$ cat config.mk
export PLATFORM = sky130hd
export DESIGN_NAME = dvp2avl_stream_mc
export DESIGN_NICKNAME = d
export VERILOG_FILES = /design/src/rtl/dvp2avl_stream_mc.sv
export SDC_FILE = /design/constraint.sdc
export NUM_CORES = 1
export LEC_CHECK = 0
export ABC_AREA = 1
export CAP_MARGIN = 20
export CORE_MARGIN = 2
export CORE_UTILIZATION = 43
export CTS_CLUSTER_DIAMETER = 40
export DETAILED_ROUTE_END_ITERATION = 7
export MAX_ROUTING_LAYER = met4
export SYNTH_ARGS = -nofsm -noshare
export SYNTH_HDL_FRONTEND = slang
export SYNTH_SLANG_ARGS = --single-unit
$ cat constraint.sdc
create_clock -name clk -period 3.9 [get_ports clk]
set_input_delay 0.975 -clock clk [delete_from_list [all_inputs] [get_ports clk]]
set_output_delay 0.975 -clock clk [all_outputs]
set_load 0.01 [all_outputs]
$ cat src/rtl/dvp2avl_stream_mc.sv
// dvp2avl_stream_mc: multi-camera DVP (UYVY) to Avalon-ST style video stream.
//
// All cameras share VSYNC/HREF timing. Each Y byte leaves as one beat on y_o
// together with the chroma byte latched just before it on cbcr_o. valid_cb_o
// or valid_cr_o says which chroma byte rides with the beat. sof_o and eof_o
// mark the first and last pixel of the frame. Line length, frame height and
// VSYNC placement are checked and reported as single-cycle status pulses.
//
// Optional build macro:
//   DVP_TEST_PATTERN_EN  adds tp_en_i. While it is high, channel k outputs
//                        y = pixel index + 16*k and cbcr = 8'h80. Timing and
//                        flags do not change.
//
// Ports:
//   clk, reset          rising-edge clock, synchronous active-high reset
//   pix_en_i            DVP sampling strobe; the other DVP inputs are only
//                       looked at while it is 1
//   vsync_i, href_i     frame sync (high in vertical blank), line valid
//   data_i              CH_NUM bytes, channel k in bits [8k+7:8k]
//   tp_en_i             test-pattern select (only with DVP_TEST_PATTERN_EN)
//   y_o, cbcr_o         luma and paired chroma per channel
//   valid_y_o           one beat per accepted Y byte
//   valid_cb_o          the chroma on this beat is Cb
//   valid_cr_o          the chroma on this beat is Cr
//   sof_o, eof_o        start and end of frame, qualified by valid_y_o
//   line_err_o          pulses when a line has the wrong length or is an extra line
//   frame_err_o         pulses when VSYNC rises before the frame completed
//   frame_done_o        pulses on the same cycle as eof_o
module dvp2avl_stream_mc #(
  parameter int unsigned CH_NUM  = 2,
  parameter int unsigned LINE_W  = 1280,
  parameter int unsigned FRAME_H = 720
) (
  input  logic                clk,
  input  logic                reset,
  input  logic                pix_en_i,
  input  logic                vsync_i,
  input  logic                href_i,
  input  logic [CH_NUM*8-1:0] data_i,
`ifdef DVP_TEST_PATTERN_EN
  input  logic                tp_en_i,
`endif
  output logic [CH_NUM*8-1:0] y_o,
  output logic [CH_NUM*8-1:0] cbcr_o,
  output logic                valid_y_o,
  output logic                valid_cb_o,
  output logic                valid_cr_o,
  output logic                sof_o,
  output logic                eof_o,
  output logic                line_err_o,
  output logic                frame_err_o,
  output logic                frame_done_o
);

  localparam int unsigned DW    = CH_NUM * 8;
  localparam int unsigned PIX_W = $clog2(LINE_W + 1);
  localparam int unsigned LIN_W = $clog2(FRAME_H + 1);

  localparam logic [PIX_W-1:0] PIX_MAX  = PIX_W'(LINE_W);
  localparam logic [PIX_W-1:0] PIX_LAST = PIX_W'(LINE_W - 1);
  localparam logic [LIN_W-1:0] LIN_MAX  = LIN_W'(FRAME_H);
  localparam logic [LIN_W-1:0] LIN_LAST = LIN_W'(FRAME_H - 1);

  typedef enum logic [1:0] {
    ST_IDLE   = 2'd0,
    ST_VBLANK = 2'd1,
    ST_FRAME  = 2'd2
  } state_t;

  state_t           state;
  logic             href_q;     // href at the previous sampling strobe
  logic [1:0]       phase;      // UYVY byte phase of the next byte in the line
  logic [PIX_W-1:0] pix_cnt;    // Y bytes seen in this line, stops at LINE_W
  logic [LIN_W-1:0] line_cnt;   // completed lines, stops at FRAME_H
  logic             pix_ovf;    // line had more than LINE_W Y bytes
  logic             line_act;   // a line started inside FRAME is in progress
  logic             eof_done;   // eof_o already issued for this frame
  logic [DW-1:0]    cb_lat;
  logic [DW-1:0]    cr_lat;

  logic             rise_c;
  logic             fall_c;
  logic             abort_c;
  logic             byte_c;
  logic             is_y_c;
  logic             pix_ok_c;
  logic             beat_c;
  logic             last_c;
  logic [1:0]       cur_phase_c;
  logic [DW-1:0]    y_src_c;
  logic [DW-1:0]    c_src_c;

  // Edge detection and classification of the byte being sampled this cycle.
  always_comb begin
    rise_c      = pix_en_i & href_i & ~href_q;
    fall_c      = pix_en_i & ~href_i & href_q;
    abort_c     = (state == ST_FRAME) & pix_en_i & vsync_i;
    // Bytes of a line that began before FRAME (line_act still 0) are ignored.
    byte_c      = (state == ST_FRAME) & pix_en_i & ~vsync_i & href_i
                  & (line_act | rise_c);
    cur_phase_c = rise_c ? 2'd0 : phase;
    is_y_c      = cur_phase_c[0];
    pix_ok_c    = (pix_cnt != PIX_MAX) & (line_cnt != LIN_MAX);
    beat_c      = byte_c & is_y_c & pix_ok_c;
    last_c      = (pix_cnt == PIX_LAST) & (line_cnt == LIN_LAST);
  end

  // Beat payload: live Y byte with the chroma latched earlier in the pair,
  // or the synthetic test pattern.
  always_comb begin
    y_src_c = data_i;
    c_src_c = cur_phase_c[1] ? cr_lat : cb_lat;
`ifdef DVP_TEST_PATTERN_EN
    if (tp_en_i) begin
      for (int k = 0; k < int'(CH_NUM); k++) begin
        y_src_c[8*k +: 8] = 8'(pix_cnt) + 8'(16 * k);
        c_src_c[8*k +: 8] = 8'h80;
      end
    end
`endif
  end

  // Frame state machine, counters, chroma latches and registered outputs.
  always_ff @(posedge clk) begin
    if (reset) begin
      state        <= ST_IDLE;
      href_q       <= 1'b0;
      phase        <= 2'd0;
      pix_cnt      <= '0;
      line_cnt     <= '0;
      pix_ovf      <= 1'b0;
      line_act     <= 1'b0;
      eof_done     <= 1'b0;
      cb_lat       <= '0;
      cr_lat       <= '0;
      y_o          <= '0;
      cbcr_o       <= '0;
      valid_y_o    <= 1'b0;
      valid_cb_o   <= 1'b0;
      valid_cr_o   <= 1'b0;
      sof_o        <= 1'b0;
      eof_o        <= 1'b0;
      line_err_o   <= 1'b0;
      frame_err_o  <= 1'b0;
      frame_done_o <= 1'b0;
    end else begin
      valid_y_o    <= 1'b0;
      valid_cb_o   <= 1'b0;
      valid_cr_o   <= 1'b0;
      sof_o        <= 1'b0;
      eof_o        <= 1'b0;
      line_err_o   <= 1'b0;
      frame_err_o  <= 1'b0;
      frame_done_o <= 1'b0;

      if (pix_en_i) begin
        href_q <= href_i;
      end

      case (state)
        ST_IDLE: begin
          if (pix_en_i && vsync_i) begin
            state <= ST_VBLANK;
          end
        end

        ST_VBLANK: begin
          phase    <= 2'd0;
          pix_cnt  <= '0;
          line_cnt <= '0;
          pix_ovf  <= 1'b0;
          line_act <= 1'b0;
          eof_done <= 1'b0;
          if (pix_en_i && !vsync_i) begin
            state <= ST_FRAME;
          end
        end

        ST_FRAME: begin
          if (abort_c) begin
            // Frame ends here; an unfinished frame is flagged, and a line
            // still in progress is dropped.
            state    <= ST_VBLANK;
            line_act <= 1'b0;
            if (!eof_done) begin
              frame_err_o <= 1'b1;
            end
          end else begin
            if (rise_c) begin
              line_act <= 1'b1;
            end

            if (byte_c) begin
              phase <= cur_phase_c + 2'd1;
              if (cur_phase_c == 2'd0) begin
                cb_lat <= data_i;
              end
              if (cur_phase_c == 2'd2) begin
                cr_lat <= data_i;
              end
              if (is_y_c) begin
                if (pix_cnt == PIX_MAX) begin
                  pix_ovf <= 1'b1;
                end else begin
                  pix_cnt <= pix_cnt + PIX_W'(1);
                end
              end
            end

            if (beat_c) begin
              valid_y_o  <= 1'b1;
              valid_cb_o <= ~cur_phase_c[1];
              valid_cr_o <= cur_phase_c[1];
              y_o        <= y_src_c;
              cbcr_o     <= c_src_c;
              sof_o      <= (pix_cnt == '0) && (line_cnt == '0);
              if (last_c) begin
                eof_o        <= 1'b1;
                frame_done_o <= 1'b1;
                eof_done     <= 1'b1;
              end
            end

            // End of line: check its length. The line is counted even when
            // it has the wrong length.
            if (fall_c && line_act) begin
              line_act   <= 1'b0;
              phase      <= 2'd0;
              pix_cnt    <= '0;
              pix_ovf    <= 1'b0;
              line_err_o <= (pix_cnt != PIX_MAX) | pix_ovf
                            | (line_cnt == LIN_MAX);
              if (line_cnt != LIN_MAX) begin
                line_cnt <= line_cnt + LIN_W'(1);
              end
            end
          end
        end

        default: state <= ST_IDLE;
      endcase
    end
  end

endmodule

Word-level counts from Yosys, hierarchy flattened. Index checks and enable logic that the tools add are counted.

Bitwise gates (word level): 24. Multipliers: 0. Reduce and logical (&&, ||, !) cells: 24. Shift operators: 0. $lt $le $gt $ge: 0. Muxes and demuxes: 37. Equality and inequality tests: 22. Add/subtract/negate cells: 3. Div/mod/pow operators: 0.

Operator list (count): $mux W11 (5); $mux W10 (3); $eq A11 B11 Y1 const B (2); $pmux W11 S2 (1); $eq A10 B10 Y1 const B (2); $pmux W10 S2 (1); $mux W16 (1); $reduce_and A4 Y1 (4); $mux W1 (14); $mux W2 (7); $and A1 B1 Y1 (13); $ne A2 B2 Y1 const B (6); $add A11 B1 Y11 const B (1); $logic_not A11 Y1 (1); $ne A11 B11 Y1 const B (1); $add A10 B1 Y10 const B (1); $logic_not A10 Y1 (1); $ne A10 B10 Y1 const B (1); $reduce_and A5 Y1 (2); $ne A3 B2 Y1 const B (3); $reduce_and A3 Y1 (3); $not A1 Y1 (8); $reduce_or A4 Y1 (2); $pmux W1 S2 (3); other kinds (15) (24).

Memory bits (writable): 0. Input bits: 21. Bits in registers: 100. Word-level logic and storage cells: 129. Output and inout port bits: 40. Memories: 0. Latch bits: 0. Memory bits (read-only): 0.

Depth between registers and ports, before layout. Gate-level depths: netlist of the first run.

Word-level depth: 10. Depth in mapped cells: 13. Depth with buffers taken out: 12.

Least setup slack after synthesis of the first run. OpenSTA, ideal clock, no wires.

Path kind: input to register. Start: input port pix_en_i. End: register cb_lat[15]. Arrival time: 2.295 ns. Required time: 3.830 ns. Setup time: 0.070 ns. Setup slack: 1.535 ns. Path buffers: 3. Cell stages on the path: 8. Cell sequence: nand3_2 -> nand2_1 -> buf_2 -> ha_1 -> clkbuf_1 -> clkbuf_1 -> nand3_1 -> a21oi_1.

Word-level cells in the longest chain between the ends: 5. Elaborated cells on any way between the ends: 12. Those cells by class: mux (1); bitwise (9); reduce/logical (2).

RTL lines: from (decl) (RTL line 36) `input logic pix_en_i,`; $and A1 B1 Y1, on equally long branches (RTL line 97, 99, 95); $and A1 B1 Y1, on equally long branches (RTL line 99, 95); $and A1 B1 Y1, or another cell as far along (RTL line 99) `byte_c = (state == ST_FRAME) & pix_en_i & ~vsync_i & href_i`; $and A1 B1 Y1 / $logic_not A2 Y1 (equally long branches) (RTL line 100, 195); $reduce_and A4 Y1 (no line) *; to (signal assigned) (RTL line 196) `cb_lat <= data_i;`; to (decl) (RTL line 78) `logic [DW-1:0] cb_lat;`.

Every way passes the cells marked *; elsewhere a longest branch is shown, timed or not. A chain may end at the register's enable or synchronous reset.

Worst setup path after layout of the first run.
Start: input port pix_en_i. End: register frame_done_o.

Word-level cells in the longest chain between the ends: 8. Elaborated cells on any way between the ends: 13. Those cells by class: mux (1); bitwise (11); reduce/logical (1).

RTL lines: $and A1 B1 Y1, on equally long branches (RTL line 97, 99, 95); $and A1 B1 Y1, on equally long branches (RTL line 99, 95); $and A1 B1 Y1 / $or A1 B1 Y1 (equally long branches) (RTL line 99, 100); $and A1 B1 Y1 (RTL line 100) `& (line_act | rise_c);`; $and A1 B1 Y1 (2 in series) (RTL line 104) `beat_c = byte_c & is_y_c & pix_ok_c;`; $not A1 Y1 (no line); $reduce_or A4 Y1 (no line) *; to (signal assigned) (RTL line 145) `frame_done_o <= 1'b0;`; to (signal assigned) (RTL line 154) `frame_done_o <= 1'b0;`; to (signal assigned) (RTL line 219) `frame_done_o <= 1'b1;`; to (decl) (RTL line 52) `output logic frame_done_o`.

Marks and branches as above.

==> results of run 1 <==
where the power goes:
group / total, uW / switching, uW / leakage (uW) / internal (uW)
Clock: 717 / 355 / 0.000103 / 362
Sequential: 1060 / 18.2 / 0.000806 / 1040
Combinational: 459 / 334 / 0.00104 / 125
metrics by stage:
| stage | util [%] | area [um^2] | cells | setup slack, ps |
|---|---|---|---|---|
| CTS | 52.6 | 5440 | 827 | 1090 |
| global placement | 50.6 | 5220 | 812 | 765 |
| finish | 52.6 | 5440 | 827 | 1140 |
| detailed placement | 50.6 | 5220 | 812 | 708 |
| floorplan | - | 4590 | 644 | 1530 |
| global route | 52.6 | 5440 | 827 | 860 |
synth_stat cells, types with 3 or more instances:
cell type,n,share of area [%]
dfxtp_1,100,44
buf_6,4,0.98
clkbuf_1,12,0.98
ha_1,9,2.5
inv_4,3,0.41
nand2_2,6,0.82
o21ai_1,12,1.3
nor3_1,7,0.76
nand2_1,108,8.8
nand4_1,8,1.1
nor2_1,112,9.2
o21ai_0,60,6.5
clkbuf_2,4,0.44
buf_2,10,1.1
nand3_1,51,5.6
a21oi_1,56,6.1
inv_1,52,4.3
state kept, by name, summed over array words and instances (netlist names):
register      count
line_cnt         10
sof_o             1
href_q            1
y_o              16
cb_lat           16
cr_lat           16
valid_cr_o        1
pix_ovf           1
cbcr_o           16
state             2
line_act          1
eof_done          1
pix_cnt          11
line_err_o        1
valid_cb_o        1
phase             2
valid_y_o         1
frame_done_o      1
frame_err_o       1
area by class of cell:
type                       count  area share, %
multi-input combinational    453           40.2
sequential                   100           36.8
timing repair buffer          66           11.9
inverter                      57           4.07
tap                          136           3.13
clock buffer                  10           2.35
clock inverter                 5           1.57
routing by layer:
| layer | track usage [%] | wire, um |
|---|---|---|
| met1 | 25.6 | 5070 |
| met2 | 33.4 | 5090 |
| met5 | - | 0 |
| met4 | 9.65 | 284 |
| met3 | 3.03 | 451 |
how the worst max path moves through the flow:
stage / start / end / slack [ps] / cells after the start
finish: pix_en_i / frame_done_o$_SDFF_PP0_ / 1140 / 9
global route: pix_en_i / sof_o$_SDFF_PP0_ / 860 / 9
global placement: pix_en_i / frame_done_o$_SDFF_PP0_ / 760 / 9
floorplan: pix_en_i / cb_lat[15]$_SDFFE_PP0P_ / 1530 / 8
CTS: pix_en_i / frame_done_o$_SDFF_PP0_ / 1090 / 9
detailed placement: pix_en_i / frame_done_o$_SDFF_PP0_ / 710 / 9
logic make-up (layout without fill, tap and decap cells):
logic type / Yosys count / after routing / share of synthesized area, %
simple gates: 309 / 309 / 29.9
fa+ha+maj: 9 / 9 / 2.45
xor+xnor: 3 / 3 / 0.573
flops: 100 / 100 / 43.6
buf+inv: 91 / 138 / 8.81
compound gates: 132 / 132 / 14.6
worst max-delay path: stages:
cell and delay [ps]:
clkdlybuf4s50_1 580, nand2_2 100, nor2_2 120, nand2_2 100, nor2_2 140, nand3_4 290
inv_4 390, nand2_1 210, nor3_2 130
==> metrics, run 1 <==
arrival time at the worst endpoint 3050 ps; nets in the synthesized netlist 674; buffer levels on the longest clock path 2; Die Wd 107 um; most used cells in the layout excluding fill and tap cells nor2_1, nand2_1, dfxtp_1, o21ai_0, clkdlybuf4s50_1; Crit path required time about 4200 ps; via density per instance just over 5; number of rows in the core area 37; DIE HEIGHT 107 um; Sinks on Clock Net 100; via count ~4200; worst clock skew approximately 11 ps; CTS Hold Bufs 0; wire length of the first global-routing pass around 19 mm; post-synthesis instance area 0.00459 mm^2; source of the worst register-to-register timing path pix_cnt[0]$_SDFFE_PP0P_; total of fill cells in the finished design roughly 1000; final hold slack ~450 ps; leakage power figure slightly below 0.002 uW; core area between 0.01 and 0.015 mm^2; Register-to-Register Setup Slack roughly 1500 ps; share of the clock period used by the worst path after layout between 70% and 80%; Worst Hold Depth 2; CTS root buffer clkbuf_8; max-cap check violation count 0; category of the worst setup path capture point flop; Max Transition Viols Final 0; transition time at the pin with the least slew margin roughly 570 ps; number of global-route vias before repair a little over 4000; gate count after technology mapping ~640; WL/cell between 10 and 15 um; clock transition at the registers of the reported paths approximately 90 ps; worst supply voltage drop on vdd ~0.00024 V; CTS H-tree depth 3; CTS tree built; RSZ-0062 raised after global routing no; worst min-delay path startpoint cr_lat[1]$_SDFFE_PP0P_; Global Route Usage Sum approximately a fifth; highest fanout seen on the critical path 33; Min Clock Period, post-route between 2000 and 3000 ps; flop and latch count out of synthesis 100; capture instance of the worst register-to-register path frame_done_o$_SDFF_PP0_; antenna violations before repair 0; num ports 61; run status completed; total number of nets in the final design 717; maximum clock frequency 362 MHz; postcts setup bufs 0; fraction of registers with async set or reset after synthesis 0%; Power per Cell Area 411 mW/mm^2; sequential area share after synthesis a little over two fifths; main flop type after synthesis dfxtp_1; cell count of the worst reg-to-reg path 8; initial drt markers 220; area occupied by multi-input gates around 0.0022 mm^2; hpwl dp 7.55 mm; area used by sequential logic in the layout about 0.002 mm^2; number of enable-type register cells in the synthesized netlist 0; growth of design area from synthesis to finish 18.4%; largest net degree at the start of global routing 38; buffers added on ports 60; Pre-antenna DRT Iters 4; GR Overflow Total 0; Tot Pwr roughly 2200 uW; worst slew margin relative to its limit about 60%; path class of the lowest-slack min-delay path flop to flop; Setup TNS 0 ps; total of endpoints with negative setup slack in the final report 0; RD Place Congestion roughly 0.84; kind of start point of the critical path primary input; worst setup path category primary input to flop; final-report hold violation count 0; layout cells sized above 1 between 6 and 7%; DR DRC count 0; Resize count post-CTS 0; full die area about 0.012 mm^2; number of distinct library cells after synthesis 37; Worst-Skew Late Latency 360 ps; number of buffers created by CTS 9; Initial Utilization around 44%; total wirelength of the detailed-routed design 10.9 mm; hold endpoint cr_lat[1]$_SDFFE_PP0P_; most frequent standard cell in the layout excluding fill and tap cells nor2_1; yosys warns 0; number of inserted diodes 0; mean area per synthesized cell about 7 um^2; number of nets with antenna violations after routing 0
Power figures use the tool's default switching activity.
==> inputs of run 2 (changes only) <==
- clock period: 3.9 -> 2.6 ns (I/O delays scaled with it)
==> run 2 against run 1 <==
Effect of this change:
- core utilization up 0.79 points
- routed wire length down 2.5%
- combinational power up 55%
- cell count up 1.1%
- clock-buffer cell count down 1
- setup slack worse by 690 ps
- highest routed layer unchanged
- sequential power up 50%
==> metrics, run 2 (synthesis gave the netlist of run 1 again) <==
worst setup path category primary input to flop; RD Place Congestion 0.853; highest fanout seen on the critical path 9; buffer levels on the longest clock path 2; number of buffers created by CTS 9; wire length of the first global-routing pass roughly 18 mm; hold endpoint cr_lat[15]$_SDFFE_PP0P_; Crit. Startpoint pix_en_i; worst slew margin relative to its limit 65.5%; Power per Cell Area 605 mW/mm^2; worst setup timing slack at the placement stage 86.6 ps; most used cells in the layout excluding fill and tap cells nor2_1, nand2_1, dfxtp_1, o21ai_0, clkdlybuf4s50_1; DIE HEIGHT between 100 and 150 um; transition time at the pin with the least slew margin between 500 and 600 ps; share of the clock period used by the worst path after layout between 80% and 90%; leakage power figure roughly 0.002 uW; CTS root buffer clkbuf_8; CTS tree built; run status completed; arrival time at the worst endpoint 2450 ps; Crit path required time between 2000 and 3000 ps; total of endpoints with negative setup slack in the final report 0; num ports 61; CTS Hold Bufs 0; via count around 4200; Sinks on Clock Net 100; postcts setup bufs 0; clock transition at the registers of the reported paths 100 ps; hpwl dp roughly 7.6 mm; full die area around 0.012 mm^2; largest net degree at the start of global routing 38; category of the worst setup path capture point flop; number of inserted diodes 0; Max Transition Viols Final 0; Initial Utilization 44.5%; buffers added on ports 60; Pre-antenna DRT Iters 4; number of nets with antenna violations after routing 0; final cell count without fillers roughly 840; WL/cell 12.7 um; final-report hold violation count 0; via density per instance roughly 5; Die Wd about 110 um; path class of the lowest-slack min-delay path flop to flop; source of the worst register-to-register timing path pix_cnt[0]$_SDFFE_PP0P_; number of rows in the core area 37; worst min-delay path startpoint cr_lat[15]$_SDFFE_PP0P_; layout cells sized above 1 about 8.0%; Worst-Skew Late Latency approximately 360 ps; GR Overflow Total 0; kind of start point of the critical path primary input; Resize count post-CTS 0; growth of design area from synthesis to finish 20.2%; initial drt markers 185; total number of nets in the final design slightly above 700; Global Route Usage Sum 19.8%; max-cap check violation count 0; worst clock skew around 10 ps; Register-to-Register Setup Slack between 400 and 500 ps; worst path setup slack after routing approximately 450 ps; Min Clock Period, post-route between 2000 and 2500 ps; capture instance of the worst register-to-register path pix_cnt[9]$_SDFFE_PP0P_; antenna violations before repair 0; Setup TNS 0 ps; total wirelength of the detailed-routed design ~11 mm; worst supply voltage drop on vdd just under 0.0004 V; number of placed instances with taps included 820; maximum clock frequency around 470 MHz; core area approximately 0.010 mm^2; most frequent standard cell in the layout excluding fill and tap cells nor2_1; Worst Hold Depth 2; DR DRC count 0; RSZ-0062 raised after global routing no; CTS H-tree depth 3; cell count of the worst reg-to-reg path 10; number of global-route vias before repair roughly 3800
run 2: cell types whose count changed in the layout (fill, tap and decap cells not counted), sizes merged:
| cell | previous run | this run |
|---|---|---|
| clkbuf | 10 | 9 |
| inv | 58 | 59 |
| bufinv | 2 | 1 |
| clkinv | 1 | 3 |
| buf | 6 | 14 |
run 2: layer usage:
metal	global-route usage [%]	vias to the layer above	routed length, um
met4	6.22	0	91
met2	31.5	88	5030
met1	26.0	1882	5050
met5	-	-	0
li1	-	2189	-
met3	3.21	7	447
run 2: critical path, stage by stage:
cell and delay, ps:
clkdlybuf4s50_1 590, nand2_2 100, nor2_2 120, nand2_2 100, nor2_4 130, nand3_1 260, nand2_2 290, nand2_1 80
nand2_1 60, nand2_1 40, inv_1 40
run 2: layout make-up:
| cell class | instances | area (um^2) |
|---|---|---|
| fillers | 992 | 4810 |
| multi-input cells | 453 | 2180 |
| flip-flops and latches | 100 | 2000 |
| repair buffers | 74 | 731 |
| inverters | 57 | 221 |
| well taps | 136 | 170 |
| clock buffers | 9 | 124 |
| clock inverters | 7 | 85.1 |
run 2: power breakdown:
group          internal [uW]  switching [uW]  leakage [uW]
registers               1560            26.9      0.000806
clock network            461             579      0.000103
logic                    205             507       0.00108
total                   2230            1110       0.00199
run 2: per-stage QoR:
step                hold slack, ps  utilization [%]  area [um^2]  power [uW]
floorplan                      400                -         4590        2120
global placement               432             51.4         5310        2320
detailed placement             439             51.4         5310        2340
CTS                            453             53.4         5520        3370
global route                   473             53.4         5520        3510
finish                         452             53.4         5520        3340
run 2: worst max path at each step:
stage | cells past startpoint | to | slack (ps)
detailed placement | 11 | pix_cnt[9]$_SDFFE_PP0P_ | 90
finish | 11 | pix_cnt[9]$_SDFFE_PP0P_ | 450
CTS | 11 | pix_cnt[9]$_SDFFE_PP0P_ | 470
floorplan | 8 | cb_lat[15]$_SDFFE_PP0P_ | 560
global route | 10 | pix_cnt[9]$_SDFFE_PP0P_ | 250
global placement | 11 | pix_cnt[9]$_SDFFE_PP0P_ | 130
